**src/rtl/demux_1x16_frame.sv**
```systemverilog
// Serial-to-parallel frame demux: steers one bit per transfer into a slot of a 16-bit word
// and offers the completed word downstream with a valid/ready handshake.
// Optional parity port set enabled by defining DEMUX_FRAME_PARITY_EN.
module demux_1x16_frame #(
  parameter int N_OUT = 16,
  parameter int SEL_W = 4
) (
  input  logic             clk_i,
  input  logic             rst_i,
  input  logic             inp_i,
  input  logic             in_valid_i,
  output logic             in_ready_o,
  input  logic [SEL_W-1:0] sel,
  input  logic             auto_i,
  input  logic             flush_i,
  output logic [N_OUT-1:0] out_o,
  output logic [SEL_W:0]   count_o,
  output logic             frame_valid_o,
  input  logic             frame_ready_i
`ifdef DEMUX_FRAME_PARITY_EN
  ,
  input  logic             parity_i,
  output logic             parity_o,
  output logic             parity_err_o
`endif
);

  typedef enum logic {FILL, HOLD} state_t;

  state_t           state;
  logic [N_OUT-1:0] mask;
  logic [SEL_W-1:0] cnt;

  logic [SEL_W-1:0] idx;
  logic             accept;
  logic             new_slot;
  logic             full_nxt;
  logic [N_OUT-1:0] out_nxt;
  logic [N_OUT-1:0] mask_nxt;

  always_comb begin
    idx      = auto_i ? cnt : sel;
    accept   = in_valid_i & in_ready_o;
    out_nxt  = out_o;
    mask_nxt = mask;
    if (accept) begin
      out_nxt[idx]  = inp_i;
      mask_nxt[idx] = 1'b1;
    end
    // Only first writes to a slot advance the count; rewrites just overwrite the bit.
    new_slot = accept & ~mask[idx];
    full_nxt = &mask_nxt;
  end

  always_ff @(posedge clk_i or posedge rst_i) begin
    if (rst_i) begin
      state         <= FILL;
      out_o         <= '0;
      mask          <= '0;
      cnt           <= '0;
      count_o       <= '0;
      frame_valid_o <= 1'b0;
      in_ready_o    <= 1'b1;
`ifdef DEMUX_FRAME_PARITY_EN
      parity_o      <= 1'b0;
      parity_err_o  <= 1'b0;
`endif
    end else if (flush_i) begin
      state         <= FILL;
      out_o         <= '0;
      mask          <= '0;
      cnt           <= '0;
      count_o       <= '0;
      frame_valid_o <= 1'b0;
      in_ready_o    <= 1'b1;
`ifdef DEMUX_FRAME_PARITY_EN
      parity_o      <= 1'b0;
      parity_err_o  <= 1'b0;
`endif
    end else begin
      case (state)
        FILL: begin
          if (accept) begin
            out_o   <= out_nxt;
            mask    <= mask_nxt;
            count_o <= count_o + (SEL_W+1)'(new_slot);
            if (auto_i) cnt <= cnt + SEL_W'(1);
`ifdef DEMUX_FRAME_PARITY_EN
            parity_o <= ^out_nxt;
`endif
            if (full_nxt) begin
              state         <= HOLD;
              in_ready_o    <= 1'b0;
              frame_valid_o <= 1'b1;
`ifdef DEMUX_FRAME_PARITY_EN
              parity_err_o  <= parity_i ^ (^out_nxt);
`endif
            end
          end
        end
        HOLD: begin
          // out_o is deliberately kept; the next frame overwrites it slot by slot.
          if (frame_ready_i) begin
            state         <= FILL;
            mask          <= '0;
            cnt           <= '0;
            count_o       <= '0;
            in_ready_o    <= 1'b1;
            frame_valid_o <= 1'b0;
`ifdef DEMUX_FRAME_PARITY_EN
            parity_err_o  <= 1'b0;
`endif
          end
        end
      endcase
    end
  end

endmodule

```
**config.mk**
```make
export PLATFORM = sky130hd
export DESIGN_NAME = demux_1x16_frame
export DESIGN_NICKNAME = d
export VERILOG_FILES = /design/src/rtl/demux_1x16_frame.sv
export SDC_FILE = /design/constraint.sdc
export NUM_CORES = 1
export LEC_CHECK = 0
export BUFFER_PORTS_ARGS = -buffer_cell sky130_fd_sc_hd__buf_2
export CAP_MARGIN = 0
export CORE_MARGIN = 2
export CORE_UTILIZATION = 50
export CTS_CLUSTER_DIAMETER = 60
export DETAILED_ROUTE_END_ITERATION = 7
export GPL_TIMING_DRIVEN = 0
export HOLD_SLACK_MARGIN = 0.1
export PLACE_DENSITY = 0.71
export SYNTH_ARGS = -nofsm -noshare
export SYNTH_HDL_FRONTEND = slang
export SYNTH_SLANG_ARGS = --single-unit
```
**constraint.sdc**
```tcl
create_clock -name clk_i -period 4 [get_ports clk_i]
set_input_delay 0.4 -clock clk_i [delete_from_list [all_inputs] [get_ports clk_i]]
set_output_delay 0.4 -clock clk_i [all_outputs]
set_load 0.1 [all_outputs]
```
# Word level (Yosys, flattened, before mapping)
# Index checks and enable logic that the tools add are counted.
classes:
  reduce_logical: 7
  n_addsub: 2
  order_cmp: 2
  eq_ne: 5
  muxes: 38
  bitwise: 5
op_table:
  columns: ["cell", "n"]
  rows:
  - ["16-bit two-way mux", 7]
  - ["16-bit one-hot mux with 2 select lines", 1]
  - ["4-bit two-way mux", 5]
  - ["16-bit bitwise mux", 1]
  - ["16-bit bitwise OR", 1]
  - ["16-bit AND reduction", 1]
  - ["5-bit two-way mux", 3]
  - ["1-bit two-way mux", 14]
  - ["3-bit inequality test (second input constant)", 4]
  - ["5-bit one-hot mux with 2 select lines", 1]
  - ["4-bit one-hot mux with 2 select lines", 1]
  - ["1-bit one-hot mux with 2 select lines", 3]
  - ["3-bit AND reduction", 2]
  - ["5-bit by 1-bit adder with 5-bit output", 1]
  - ["4-bit by 5-bit less-than comparator with 1-bit output (second input constant)", 1]
  - ["4-bit by 1-bit adder with 4-bit output (second input constant)", 1]
  - ["1-bit binary-select mux with 4-bit select", 1]
  - ["1-bit demux with 4-bit select", 1]
  - ["4-bit by 1-bit greater-or-equal comparator with 1-bit output (second input constant)", 1]
  - ["2-bit AND reduction", 2]
  - ["1-bit bitwise AND", 2]
  - ["2-bit inequality test (second input constant)", 1]
  - ["1-bit inverter", 2]
  - ["2-bit nonzero test", 1]
  - ["1-bit logical AND", 1]
totals:
  input_bits: 11
  ff_bits: 44
  word_cells: 66
  output_inout_bits: 23

# Logic depth before layout (Yosys ltp)
depth:
  word_depth: 12
  mapped_depth: 12

# Least setup slack after synthesis
# No wires, ideal clock.
synth_path:
  path_kind: "input -> register"
  start: "input port auto_i"
  end: "register count_o[4]"
  t_required_ns: 3.926
  setup_slack_ns: 1.433
  cell_stages: 11
  setup_ns: 0.074
  t_arrival_ns: 2.493
  cell_sequence: "buf_6 > mux2i_1 > mux4_2 > o21ai_0 > nand4_1 > nor2_1 > ha_1 > ha_1 > nand4_1 > xor2_1 > nor2_1"
synth_between:
  elab_chain_cells: 9
synth_lines:
  columns: ["item", "line_no", "rtl"]
  rows:
  - ["from (decl)", "14", "input logic auto_i,"]
  - ["4-bit two-way mux", "42", "idx = auto_i ? cnt : sel;"]
  - ["1-bit binary-select mux with 4-bit select", "51", "new_slot = accept & ~mask[idx];"]
  - ["1-bit two-way mux (implied by the code)", "51", null]
  - ["1-bit inverter", "51", null]
  - ["1-bit bitwise AND", "51", null]
  - ["5-bit by 1-bit adder with 5-bit output", "86", "count_o <= count_o + (SEL_W+1)'(new_slot);"]
  - ["5-bit two-way mux", "83", "if (accept) begin"]
  - ["5-bit one-hot mux with 2 select lines", "81", "case (state)"]
  - ["5-bit two-way mux", "68", "end else if (flush_i) begin"]
  - ["to (signal assigned)", "86", null]
  - ["to (decl)", "17", "output logic [SEL_W:0] count_o,"]
# No other way between the ends. The select of a mux whose other input is x is not followed.
# A chain may end at the register's enable or synchronous reset.

# Worst setup path after layout
layout_path:
  start: "register cnt[0]"
  end: "register count_o[4]"
layout_between:
  elab_chain_cells: 9
layout_lines:
  columns: ["item", "line_no", "rtl"]
  rows:
  - ["from (decl)", "32", "logic [SEL_W-1:0] cnt;"]
  - ["from (signal assigned)", "87", "if (auto_i) cnt <= cnt + SEL_W'(1);"]
  - ["4-bit two-way mux", "42", null]
  - ["1-bit binary-select mux with 4-bit select", "51", null]
  - ["1-bit two-way mux (implied by the code)", "51", null]
  - ["1-bit inverter", "51", null]
  - ["1-bit bitwise AND", "51", null]
  - ["5-bit by 1-bit adder with 5-bit output", "86", null]
  - ["5-bit two-way mux", "83", null]
  - ["5-bit one-hot mux with 2 select lines", "81", null]
  - ["5-bit two-way mux", "68", null]
# No other way between the ends. The select of a mux whose other input is x is not followed.

==> results.yml <==
clock_network:
  cts-root-buf: "clkbuf_8"
  clk_pin_slew_ns: 0.09
  post_cts_buffers: 0
  ctsHoldBuffers: 0
  cts_sinks: 44
  clock_path_buffers: 2
  cts_resized: 0
  h-tree-depth: 2
  cts_tree: "built"
  insertion_delay_ns: 0.30
  cts-buffers-inserted: 5
timing:
  worstMarginPinSlew_ns: 0.925
  period_needed_ns: 2.95
  max_freq_mhz: 339
  relSlewSlack_pct: 38.3
  drv_slew: 0
  setup_viol: 0
  period_share_pct: 73.7
  fin_worst_skew_ns: 0.00379
  rsz0062_at_grt: "no"
  setup-tns-final_ns: 0
  hold_viol_final: 0
logic_synthesis:
  syn_avg_cell_area_um2: 8.54
  synth_area_um2: 2600
  synth-seq-cells: 44
  synthFlopType: "dfrtp_1"
  syn-num-nets: 318
  ys_seq_area_share_pct: 42.4
  synth.distinct_cells: 48
  async_flop_share_pct: 100
  synthCells: 304
  synth_edf_count: 0
  yosys_warnings: 0
worst_setup_path:
  r2r_slack_ns: 1.05
  r2r-start: "cnt[0]"
  cp.required_ns: 4.17
  end_kind: "flip-flop"
  critPathKind: "reg2reg"
  crit_fanout: 10
  worst_r2r_endpoint: "count_o[4]"
  r2r_cells: 11
  worstPathArrival_ns: 3.11
  cp-start-kind: "flip-flop"
power_and_ir_drop:
  swShare_pct: 28.8
  p_clk_share_pct: 36.2
  p_sw_mw: 0.272
  power.internal_mw: 0.672
  power_density_nw_per_um2: 320
  max-vdd-ir-drop_uv: 195
  p_leak_nw: 1.32
  comb_power_share_pct: 15.4
  seqPwrFrac_pct: 48.4
route:
  drt-pass1-iter-count: 5
  drt_iter0_markers: 246
  drc: 0
  finalWirelength_um: 7000
  detail_route.wl_per_cell_um: 17.0
  route.vias.total: 2469
  ant_nets: 0
  viasPerCell: 5.99
place:
  io_buffers: 30
  gp_congestion: 0.907
  placed_cell_area_um2: 2840
  dp_cells: 404
  dpl.hpwl_um: 5080
cells_and_area:
  design_area_um2: 2950
  syn_to_final_growth_pct: 13.4
  nets: 355
  diodes: 0
  stdcell_count: 412
  n_fill_cell: 498
  drive_gt1_share_pct: 16.7
grt:
  grt_busiest_layer: "met2"
  grt_max_degree: 45
  grt_use_met1_pct: 36.4
  grt_usage_pct: 25.0
  grt.met3_usage_pct: 3.79
  grt_pass1_vias: 2301
  met2_usage_pct: 39.7
  gr-total-overflow: 0
  antenna_found_initial: 0
  grt_first_pass_wirelength_um: 11600
die:
  num_io_pins: 34
  dieArea_um2: 5790
  die_w_um: 76.1
  initial_core_util_pct: 51.2
  core_area_um2: 5070
  core.rowCount: 26
  die_h_um: 76.1
hold_path:
  hp-class: "in2async"
run:
  maxCapViolCount: 0
run_status:
  outcome: "finished clean"
-- through the flow --
stage	hold WS [ns]	power [mW]	setup slack [ns]	utilization, %
6_report	0.300	0.944	1.05	58.1
5_1_grt	0.379	0.982	0.844	58.1
4_1_cts	0.331	0.949	1.06	58.1
3_3_place_gp	0.469	0.607	0.989	55.9
3_5_place_dp	0.475	0.609	0.979	55.9
2_1_floorplan	0.479	0.571	1.43	-
-- layout make-up --
cell class,instances,area (um^2),area share (%)
multi-input combinational,237,1400,47.4
sequential,44,1100,37.4
timing repair buffer,30,150,5.10
tap,70,87.6,2.97
buffer,19,83.8,2.85
clock buffer,5,68.8,2.34
clock inverter,3,42.5,1.44
inverter,4,15.0,0.510
-- power by group through the flow --
stage	Combinational (mW)	Clock, mW	Sequential (mW)
3_5_place_dp	0.144	0	0.465
5_1_grt	0.157	0.367	0.458
3_3_place_gp	0.142	0	0.465
2_1_floorplan	0.0791	0	0.492
4_1_cts	0.144	0.348	0.457
6_report	0.145	0.342	0.457
-- logic make-up (layout without fill, tap and decap cells) --
family | count (synthesis) | count (layout) | synth area share, %
adders and majority gates | 3 | 3 | 1.45
and+or+nand+nor | 144 | 144 | 28.1
xor gates and xnor gates | 4 | 4 | 1.35
AOI/OAI and AO/OA | 74 | 74 | 16.3
DFF | 44 | 44 | 42.4
muxes | 12 | 12 | 6.60
buffers and inverters | 23 | 61 | 3.81
-- flip-flops by register name, indices dropped and copies added (netlist names) --
register,count
mask,16
out_o,16
in_ready_o,1
count_o,5
frame_valid_o,1
cnt,4
state,1
-- synthesized netlist by cell type (2+ instances only) --
cell | n | area [um^2]
a21o_1 | 2 | 15.0
a21oi_1 | 44 | 220
a22oi_1 | 3 | 22.5
a31oi_1 | 5 | 31.3
and2_1 | 4 | 25.0
and3b_1 | 4 | 35.0
and4b_1 | 3 | 30.0
buf_2 | 4 | 20.0
clkbuf_1 | 13 | 48.8
dfrtp_1 | 43 | 1080
ha_1 | 3 | 37.5
inv_1 | 4 | 15.0
mux2i_1 | 7 | 70.1
mux4_2 | 4 | 90.1
nand2_1 | 36 | 135
nand2b_1 | 5 | 31.3
nand3_1 | 18 | 90.1
nand4_1 | 7 | 43.8
nor2_1 | 49 | 184
nor3_1 | 3 | 15.0
nor3b_2 | 3 | 37.5
o2111ai_1 | 2 | 17.5
o21ai_0 | 7 | 35.0
o21ai_1 | 2 | 10.0
o22ai_1 | 3 | 18.8
xor2_1 | 4 | 35.0
-- cell usage in the layout (no fill, tap or decap), drive strengths merged, types with 5 or more instances in the layout --
master and count:
a21oi 44, a31oi 5, buf 36, clkbuf 18
dfrtp 43, mux2i 7, nand2 36, nand2b 5
nand3 19, nand4 7, nor2 49, o21ai 9
-- critical path, cell delays in order (launching register included) --
cell and delay, ns:
dfrtp_1 0.43, buf_2 0.20, mux2i_1 0.50, mux4_2 0.57
o21ai_0 0.11, nand4_1 0.15, nor2_1 0.15, ha_1 0.20
ha_1 0.17, nand4_1 0.11, xor2_1 0.17, nor2_1 0.05
-- worst max-delay path by stage --
stage               slack [ns]  startpoint          to
global placement          0.99      auto_i  count_o[4]
CTS                       1.06      cnt[0]  count_o[4]
finish                    1.05      cnt[0]  count_o[4]
detailed placement        0.98      auto_i  count_o[4]
global route              0.84      cnt[0]  count_o[4]
floorplan                 1.43      auto_i  count_o[4]
-- routing by layer --
metal | part of all wire (%) | vias up
met5 | 0 | -
met4 | 1.2 | 0
met3 | 5.5 | 10
met2 | 48 | 87
met1 | 46 | 1214
li1 | - | 1158
(Power assumes the default switching activity.)
